--- src/rtl/mst_arbiter_if.sv ---
// Shared bus between the three command producers, the arbiter and the master FIFO write port.
// Each producer exposes its FWFT head word and empty flag and receives a pop strobe.
interface mst_arbiter_if;
  logic [17:0] req0_dout;
  logic [17:0] req1_dout;
  logic [17:0] req2_dout;
  logic        req0_empty;
  logic        req1_empty;
  logic        req2_empty;
  logic        req0_rd_en;
  logic        req1_rd_en;
  logic        req2_rd_en;
  logic [17:0] mst_din;
  logic        mst_full;
  logic        mst_wr_en;

  modport slave (
    input  req0_dout, req1_dout, req2_dout,
    input  req0_empty, req1_empty, req2_empty,
    input  mst_full,
    output req0_rd_en, req1_rd_en, req2_rd_en,
    output mst_din, mst_wr_en
  );

  modport master (
    output req0_dout, req1_dout, req2_dout,
    output req0_empty, req1_empty, req2_empty,
    output mst_full,
    input  req0_rd_en, req1_rd_en, req2_rd_en,
    input  mst_din, mst_wr_en
  );
endinterface

--- src/rtl/mst_arbiter.sv ---
// Packet-atomic arbiter: streams whole packets from three FWFT producers into one master FIFO.
// Port 2 has strict priority; ports 0 and 1 round-robin. Stray non-SOP heads are discarded in ARB.
module mst_arbiter #(
  parameter int unsigned MAX_WORDS = 35
) (
  input  logic         sys_clk,
  input  logic         sys_rst_n,
  input  logic         enable,
  mst_arbiter_if.slave bus,
  output logic [1:0]   grant,
  output logic         idle,
  output logic [15:0]  pkt_cnt0,
  output logic [15:0]  pkt_cnt1,
  output logic [15:0]  pkt_cnt2,
  output logic         err_frame,
  output logic         err_len,
  input  logic         err_clear
);

  typedef enum logic {ST_ARB = 1'b0, ST_XFER = 1'b1} state_e;

  localparam logic [1:0]  NO_GRANT = 2'b11;
  localparam logic [11:0] MAX_W    = 12'(MAX_WORDS);

  state_e          state_q, state_d;
  logic [1:0]      grant_q, grant_d;
  logic            last_q, last_d;
  logic [11:0]     wcnt_q, wcnt_d;
  logic [2:0][15:0] pkt_cnt_q, pkt_cnt_d;
  logic            err_frame_q, err_frame_d;
  logic            err_len_q, err_len_d;

  logic [2:0][17:0] dout_s;
  logic [2:0]      empty_s;
  logic [2:0]      cand_s;
  logic [2:0]      stray_s;
  logic [2:0]      stray_pop_s;
  logic [2:0]      rd_en_s;
  logic            any_grant_s;
  logic [1:0]      pick_s;
  logic [17:0]     g_dout_s;
  logic            g_empty_s;
  logic            beat_s;
  logic            wr_en_s;
  logic            frame_set_s;
  logic            len_set_s;

  assign dout_s      = {bus.req2_dout, bus.req1_dout, bus.req0_dout};
  assign empty_s     = {bus.req2_empty, bus.req1_empty, bus.req0_empty};
  assign cand_s      = ~empty_s & {dout_s[2][17], dout_s[1][17], dout_s[0][17]};
  assign stray_s     = ~empty_s & ~{dout_s[2][17], dout_s[1][17], dout_s[0][17]};
  assign any_grant_s = enable & (|cand_s);

  // last_q holds the port (0/1) served most recently; the other one wins a tie.
  always_comb begin
    if (cand_s[2]) begin
      pick_s = 2'd2;
    end else if (cand_s[0] && cand_s[1]) begin
      pick_s = {1'b0, ~last_q};
    end else if (cand_s[0]) begin
      pick_s = 2'd0;
    end else begin
      pick_s = 2'd1;
    end
  end

  always_comb begin
    stray_pop_s = 3'b000;
    if ((state_q == ST_ARB) && !any_grant_s) begin
      if (stray_s[0]) begin
        stray_pop_s = 3'b001;
      end else if (stray_s[1]) begin
        stray_pop_s = 3'b010;
      end else if (stray_s[2]) begin
        stray_pop_s = 3'b100;
      end else begin
        stray_pop_s = 3'b000;
      end
    end else begin
      stray_pop_s = 3'b000;
    end
  end

  always_comb begin
    case (grant_q)
      2'd0:    begin g_dout_s = dout_s[0]; g_empty_s = empty_s[0]; end
      2'd1:    begin g_dout_s = dout_s[1]; g_empty_s = empty_s[1]; end
      2'd2:    begin g_dout_s = dout_s[2]; g_empty_s = empty_s[2]; end
      default: begin g_dout_s = 18'd0;     g_empty_s = 1'b1;       end
    endcase
  end

  assign beat_s = (state_q == ST_XFER) & ~g_empty_s & ~bus.mst_full;

  always_ff @(posedge sys_clk) begin
    if (!sys_rst_n) begin
      state_q     <= ST_ARB;
      grant_q     <= NO_GRANT;
      last_q      <= 1'b1;
      wcnt_q      <= 12'd0;
      pkt_cnt_q   <= '0;
      err_frame_q <= 1'b0;
      err_len_q   <= 1'b0;
    end else begin
      state_q     <= state_d;
      grant_q     <= grant_d;
      last_q      <= last_d;
      wcnt_q      <= wcnt_d;
      pkt_cnt_q   <= pkt_cnt_d;
      err_frame_q <= err_frame_d;
      err_len_q   <= err_len_d;
    end
  end

  always_comb begin
    state_d     = state_q;
    grant_d     = grant_q;
    last_d      = last_q;
    wcnt_d      = wcnt_q;
    pkt_cnt_d   = pkt_cnt_q;
    frame_set_s = 1'b0;
    len_set_s   = 1'b0;
    case (state_q)
      ST_ARB: begin
        if (any_grant_s) begin
          grant_d = pick_s;
          wcnt_d  = 12'd0;
          state_d = ST_XFER;
        end else begin
          frame_set_s = |stray_pop_s;
        end
      end
      ST_XFER: begin
        if (grant_q == NO_GRANT) begin
          state_d = ST_ARB;
        end else if (beat_s) begin
          if (wcnt_q != 12'hFFF) begin
            wcnt_d = wcnt_q + 12'd1;
          end else begin
            wcnt_d = wcnt_q;
          end
          frame_set_s = (wcnt_q != 12'd0) & g_dout_s[17];
          if (g_dout_s[16]) begin
            case (grant_q)
              2'd0:    pkt_cnt_d[0] = pkt_cnt_q[0] + 16'd1;
              2'd1:    pkt_cnt_d[1] = pkt_cnt_q[1] + 16'd1;
              2'd2:    pkt_cnt_d[2] = pkt_cnt_q[2] + 16'd1;
              default: pkt_cnt_d    = pkt_cnt_q;
            endcase
            if (grant_q != 2'd2) begin
              last_d = grant_q[0];
            end else begin
              last_d = last_q;
            end
            grant_d = NO_GRANT;
            state_d = ST_ARB;
          end else begin
            // Equality with a saturating counter fires at most once per packet.
            len_set_s = ((wcnt_q + 12'd1) == MAX_W);
          end
        end else begin
          state_d = ST_XFER;
        end
      end
      default: begin
        state_d = ST_ARB;
        grant_d = NO_GRANT;
      end
    endcase
    err_frame_d = frame_set_s | (err_frame_q & ~err_clear);
    err_len_d   = len_set_s | (err_len_q & ~err_clear);
  end

  always_comb begin
    rd_en_s = 3'b000;
    wr_en_s = 1'b0;
    if (!sys_rst_n) begin
      rd_en_s = 3'b000;
      wr_en_s = 1'b0;
    end else if (state_q == ST_XFER) begin
      wr_en_s = beat_s;
      case (grant_q)
        2'd0:    rd_en_s = {2'b00, beat_s};
        2'd1:    rd_en_s = {1'b0, beat_s, 1'b0};
        2'd2:    rd_en_s = {beat_s, 2'b00};
        default: rd_en_s = 3'b000;
      endcase
    end else begin
      rd_en_s = stray_pop_s;
    end
  end

  assign bus.req0_rd_en = rd_en_s[0];
  assign bus.req1_rd_en = rd_en_s[1];
  assign bus.req2_rd_en = rd_en_s[2];
  assign bus.mst_din    = g_dout_s;
  assign bus.mst_wr_en  = wr_en_s;

  assign grant     = grant_q;
  assign idle      = (state_q == ST_ARB);
  assign pkt_cnt0  = pkt_cnt_q[0];
  assign pkt_cnt1  = pkt_cnt_q[1];
  assign pkt_cnt2  = pkt_cnt_q[2];
  assign err_frame = err_frame_q;
  assign err_len   = err_len_q;

endmodule

--- src/flat_wrapper.sv ---
// flat-port wrapper written by rule: the top's interface ports become plain ports
module mst_arbiter_flat 
#(
  parameter int unsigned MAX_WORDS = 35
)
  (sys_clk, sys_rst_n, enable, grant, idle, pkt_cnt0, pkt_cnt1, pkt_cnt2, err_frame, err_len, err_clear, bus_req0_dout, bus_req1_dout, bus_req2_dout, bus_req0_empty, bus_req1_empty, bus_req2_empty, bus_mst_full, bus_req0_rd_en, bus_req1_rd_en, bus_req2_rd_en, bus_mst_din, bus_mst_wr_en);
  mst_arbiter_if bus_i ();
  input  logic sys_clk;
  input  logic sys_rst_n;
  input  logic enable;
  output logic [1:0] grant;
  output logic idle;
  output logic [15:0] pkt_cnt0;
  output logic [15:0] pkt_cnt1;
  output logic [15:0] pkt_cnt2;
  output logic err_frame;
  output logic err_len;
  input  logic err_clear;
  input wire logic [$bits(bus_i.req0_dout)-1:0] bus_req0_dout;
  input wire logic [$bits(bus_i.req1_dout)-1:0] bus_req1_dout;
  input wire logic [$bits(bus_i.req2_dout)-1:0] bus_req2_dout;
  input wire logic [$bits(bus_i.req0_empty)-1:0] bus_req0_empty;
  input wire logic [$bits(bus_i.req1_empty)-1:0] bus_req1_empty;
  input wire logic [$bits(bus_i.req2_empty)-1:0] bus_req2_empty;
  input wire logic [$bits(bus_i.mst_full)-1:0] bus_mst_full;
  output wire logic [$bits(bus_i.req0_rd_en)-1:0] bus_req0_rd_en;
  output wire logic [$bits(bus_i.req1_rd_en)-1:0] bus_req1_rd_en;
  output wire logic [$bits(bus_i.req2_rd_en)-1:0] bus_req2_rd_en;
  output wire logic [$bits(bus_i.mst_din)-1:0] bus_mst_din;
  output wire logic [$bits(bus_i.mst_wr_en)-1:0] bus_mst_wr_en;
  assign bus_i.req0_dout = bus_req0_dout;
  assign bus_i.req1_dout = bus_req1_dout;
  assign bus_i.req2_dout = bus_req2_dout;
  assign bus_i.req0_empty = bus_req0_empty;
  assign bus_i.req1_empty = bus_req1_empty;
  assign bus_i.req2_empty = bus_req2_empty;
  assign bus_i.mst_full = bus_mst_full;
  assign bus_req0_rd_en = bus_i.req0_rd_en;
  assign bus_req1_rd_en = bus_i.req1_rd_en;
  assign bus_req2_rd_en = bus_i.req2_rd_en;
  assign bus_mst_din = bus_i.mst_din;
  assign bus_mst_wr_en = bus_i.mst_wr_en;
  mst_arbiter #(.MAX_WORDS(MAX_WORDS)) u_core (.sys_clk(sys_clk), .sys_rst_n(sys_rst_n), .enable(enable), .bus(bus_i), .grant(grant), .idle(idle), .pkt_cnt0(pkt_cnt0), .pkt_cnt1(pkt_cnt1), .pkt_cnt2(pkt_cnt2), .err_frame(err_frame), .err_len(err_len), .err_clear(err_clear));
endmodule
--- config.mk ---
export PLATFORM = sky130hd
export DESIGN_NAME = mst_arbiter_flat
export DESIGN_NICKNAME = d
export VERILOG_FILES = /design/src/rtl/mst_arbiter_if.sv /design/src/rtl/mst_arbiter.sv /design/src/flat_wrapper.sv
export SDC_FILE = /design/constraint.sdc
export NUM_CORES = 1
export LEC_CHECK = 0
export CELL_PAD_IN_SITES_DETAIL_PLACEMENT = 2
export CELL_PAD_IN_SITES_GLOBAL_PLACEMENT = 2
export CORE_ASPECT_RATIO = 1.25
export CORE_MARGIN = 1
export CORE_UTILIZATION = 27
export CTS_BUF_LIST = sky130_fd_sc_hd__clkbuf_4
export CTS_CLUSTER_DIAMETER = 80
export CTS_CLUSTER_SIZE = 24
export DETAILED_ROUTE_END_ITERATION = 10
export HOLD_SLACK_MARGIN = 0.12
export PLACE_DENSITY = 0.95
export SYNTH_ARGS = -nofsm -noshare
export SYNTH_HDL_FRONTEND = slang
export SYNTH_SLANG_ARGS = --single-unit
--- constraint.sdc ---
create_clock -name sys_clk -period 3 [get_ports sys_clk]
set_input_delay 0.6 -clock sys_clk [delete_from_list [all_inputs] [get_ports sys_clk]]
set_output_delay 0.6 -clock sys_clk [all_outputs]
set_load 0.02 [all_outputs]
==> results.sh, run 1 <==
export IMPL_status="complete, no violations"
export IMPL_regArea_mm2=0.00132
export IMPL_totalWireLength_um=16400
export IMPL_combPwrFrac_pct=17.6
export IMPL_skew_ps=23.2
export IMPL_drcViolationCount=0
export IMPL_antenna_found_initial=1
export IMPL_layout_setup_ws_ps=69.0
export IMPL_path_class="flip-flop to output pin"
export IMPL_ios=137
export IMPL_cp_start_kind="flip-flop"
export IMPL_async_flop_share_pct=0
export IMPL_worst_slew_pin_slew_ps=619
export IMPL_maxSlewViolCount=0
export IMPL_gp_congestion=0.866
export IMPL_wl_per_cell_um=20.1
export IMPL_reg2regPathDepth=8
export IMPL_fin_crit_ps=2930
export IMPL_synth_edf_count=0
export IMPL_cts_tree="yes"
export IMPL_hold_buffers=0
export IMPL_die_h_um=135
export IMPL_slew_headroom_pct=57.6
export IMPL_final_nets=706
export IMPL_clockBufferDepth=2
export IMPL_ys_types=54
export IMPL_drive_above_1_share_pct=11.4
export IMPL_syn_area_mm2=0.00380
export IMPL_p_int_uw=1400
export IMPL_core_area_mm2=0.0138
export IMPL_path_clk_slew_ps=130
export IMPL_timing_final_crit_share_pct=97.7
export IMPL_worstPathArrival_ps=2330
export IMPL_final_setup_viol_count=0
export IMPL_fillers=1539
export IMPL_crit_fanout=11
export IMPL_htree_levels=3
export IMPL_syn_avg_cell_area_um2=7.91
export IMPL_port_buffers=136
export IMPL_clockPowerShare_pct=37.2
export IMPL_fmaxAchievable_ghz=0.341
export IMPL_reg2reg_from="u_core.grant[0]"
export IMPL_synth_seq_cells=66
export IMPL_whs_path_depth=2
export IMPL_maxCapViolCount=0
export IMPL_clk_latency_ps=460
export IMPL_endpoint_kind="output pin"
export IMPL_post_place_ws_ps=-662
export IMPL_cts_made_buffers=9
export IMPL_grt_ovfl_total=0
export IMPL_hp_start="u_core.err_len"
export IMPL_die_w_um=108
export IMPL_vias_per_cell=5.30
export IMPL_grt_pass1_vias=4950
export IMPL_synth_seq_area_share_pct=34.8
export IMPL_powerDensity_mw_per_mm2=339
export IMPL_switchingPower_uw=559
export IMPL_synth_warnings=0
export IMPL_critPathRequiredTime_ps=2400
export IMPL_multi_input_area_mm2=0.00235
export IMPL_area_delta_synth_final_pct=52.1
export IMPL_seqPwrFrac_pct=45.2
export IMPL_start_util_pct=27.6
export IMPL_die_area_mm2=0.0145
export IMPL_synth_nets=548
export IMPL_grt_pass1_wl_um=25200
export IMPL_synth_cells=480
export IMPL_vdd_drop_max_uv=179
export IMPL_dr_pass1_iters=4
export IMPL_whs_ps=506
export IMPL_p_sw_share_pct=28.5
export IMPL_min_path_type="flip-flop to flip-flop"
export IMPL_crit_start="u_core.grant[0]"
export IMPL_grt_max_degree=45
export IMPL_dp_hpwl_um=12600
export IMPL_grtUsageTotal_pct=22.4
export IMPL_antenna_left=0
export IMPL_p_leak_uw=0.00213
export IMPL_drt_iter0_drc=119
export IMPL_finalHoldViolCount=0
export IMPL_cts_sinks=66
export IMPL_finalSetupTns_ps=0
export IMPL_synth_top_flop_cell="dfxtp_1"
export IMPL_fin_util_pct=42.0
export IMPL_rows=48
export IMPL_p_total_uw=1960
export IMPL_root_buffer="clkbuf_4"
export IMPL_vias=4341
[routing by layer]
| metal | wire, µm | GRT usage (%) | share of wire, % | up-vias |
|---|---|---|---|---|
| met5 | 0 | 0 | 0 | - |
| met4 | 336 | 9.36 | 2.0 | 0 |
| met3 | 1070 | 3.91 | 6.5 | 27 |
| met2 | 8990 | 45.0 | 55 | 153 |
| met1 | 6040 | 21.9 | 37 | 2143 |
| li1 | - | - | - | 2018 |
[kinds of logic (layout without fill, tap and decap cells)]
family                     Yosys count  count (layout)  synth area share [%]
muxes                               24              24                  6.69
other                                0               1                     0
DFF                                 66              66                  34.8
xor gates and xnor gates            41              41                  9.46
AOI/OAI and AO/OA                   78              78                  13.0
buffers and inverters               41             204                  4.45
adders and majority gates            6               6                  1.98
and+or+nand+nor                    224             224                  29.6
[final cells by class]
cell class	instances	share of cell area, %
multi-input cells	373	40.8
repair buffers	174	28.7
flip-flops and latches	66	22.9
well taps	175	3.79
clock inverters	7	1.76
clock buffers	9	1.17
inverters	14	0.910
diodes	1	0.0433
[placed cells by master (no fill, tap or decap), types with 3 or more instances in the layout]
master | netlist | routed
o21ai_0 | 27 | 27
inv_1 | 13 | 13
nand2_1 | 50 | 49
ha_1 | 6 | 6
nand4_1 | 10 | 10
nor2_1 | 54 | 54
a31oi_1 | 10 | 10
or3_1 | 6 | 6
mux2i_1 | 22 | 22
nor4_1 | 13 | 13
xor2_1 | 13 | 13
and4_1 | 4 | 4
a21oi_1 | 17 | 16
buf_4 | 0 | 38
nor4bb_1 | 3 | 3
nor3_1 | 19 | 19
o31ai_1 | 4 | 3
dfxtp_1 | 66 | 66
clkdlybuf4s50_1 | 0 | 122
nand3b_1 | 4 | 4
clkbuf_4 | 0 | 9
nand3_1 | 35 | 35
dlygate4sd2_1 | 0 | 4
and3_1 | 5 | 5
and2_1 | 5 | 5
dlymetal6s2s_1 | 0 | 7
xnor2_1 | 28 | 28
[synth_stat cells, types with 2 or more instances]
master / instances / area share [%]
a311oi_1: 2 / 0.46
a211oi_1: 2 / 0.40
nor2b_1: 4 / 0.66
and4_1: 4 / 0.92
o21a_1: 2 / 0.40
nand3b_1: 4 / 0.79
mux2i_1: 22 / 5.8
nand2b_1: 2 / 0.33
o31ai_1: 4 / 0.79
or4_1: 3 / 0.59
nor3_1: 19 / 2.5
nand4_1: 10 / 1.6
xor2_1: 13 / 3.0
o211ai_1: 2 / 0.40
inv_1: 13 / 1.3
nor4bb_1: 3 / 0.79
nor4_1: 13 / 2.1
nand3_1: 35 / 4.6
xnor2_1: 28 / 6.5
a31oi_1: 10 / 1.6
or3_1: 6 / 0.99
buf_2: 6 / 0.79
nand2_1: 50 / 4.9
dfxtp_1: 66 / 35
nor2_1: 54 / 5.3
ha_1: 6 / 2.0
and2_1: 5 / 0.82
a21oi_1: 17 / 2.2
a31o_2: 2 / 0.46
o21ai_0: 27 / 3.6
clkbuf_1: 19 / 1.9
and3_1: 5 / 0.82
[repair_timing]
action | 4_1_cts | 5_1_grt
buffers inserted | 2 | 0
endpoints found under the setup margin | 6 | 5
gates resized for setup | 18 | 16
pin swaps | 2 | 3
[path summary, 6_finish.rpt]
check / slack [ps] / end
setup reg to reg: 650 / u_core.wcnt_q[3]
hold / removal: 510 / u_core.err_len
hold reg to reg: 510 / u_core.err_len
setup / recovery: 70 / bus_mst_din[7]
[sequential cells by signal (all words and copies together), names as in the netlist]
register,count
u_core.pkt_cnt0,16
u_core.pkt_cnt1,16
u_core.pkt_cnt2,16
u_core.wcnt_q,12
u_core.grant,2
u_core.err_frame,1
u_core.err_len,1
u_core.last_q,1
u_core.state_q,1
[stage by stage]
step | instance area (µm²) | instances
6_report | 5770 | 819
5_1_grt | 5770 | 819
4_1_cts | 5710 | 818
3_5_place_dp | 5530 | 800
3_3_place_gp | 5530 | 800
2_1_floorplan | 3800 | 480
[power by group through the flow]
| stage | combinational [µW] | sequential, µW | clock [µW] |
|---|---|---|---|
| after global routing | 367 | 887 | 774 |
| after global placement | 322 | 905 | 0 |
| after detailed placement | 340 | 905 | 0 |
| final | 345 | 886 | 728 |
| after CTS | 342 | 886 | 747 |
| after floorplan | 128 | 908 | 0 |
[worst max-delay path, cell delays in order (launching register included)]
cell and delay [ps]:
dfxtp_1 400, buf_4 210, nor2b_1 190, buf_4 220
nand2_1 90, o21ai_0 120, clkdlybuf4s50_1 660
Power figures use the tool's default switching activity.
==> run 2: changes to the inputs <==
Settings changed: HOLD_SLACK_MARGIN 0.12 to 0.06.
==> results of run 2 <==
The final DEF is identical to that of run 1; final timing and power are the same.
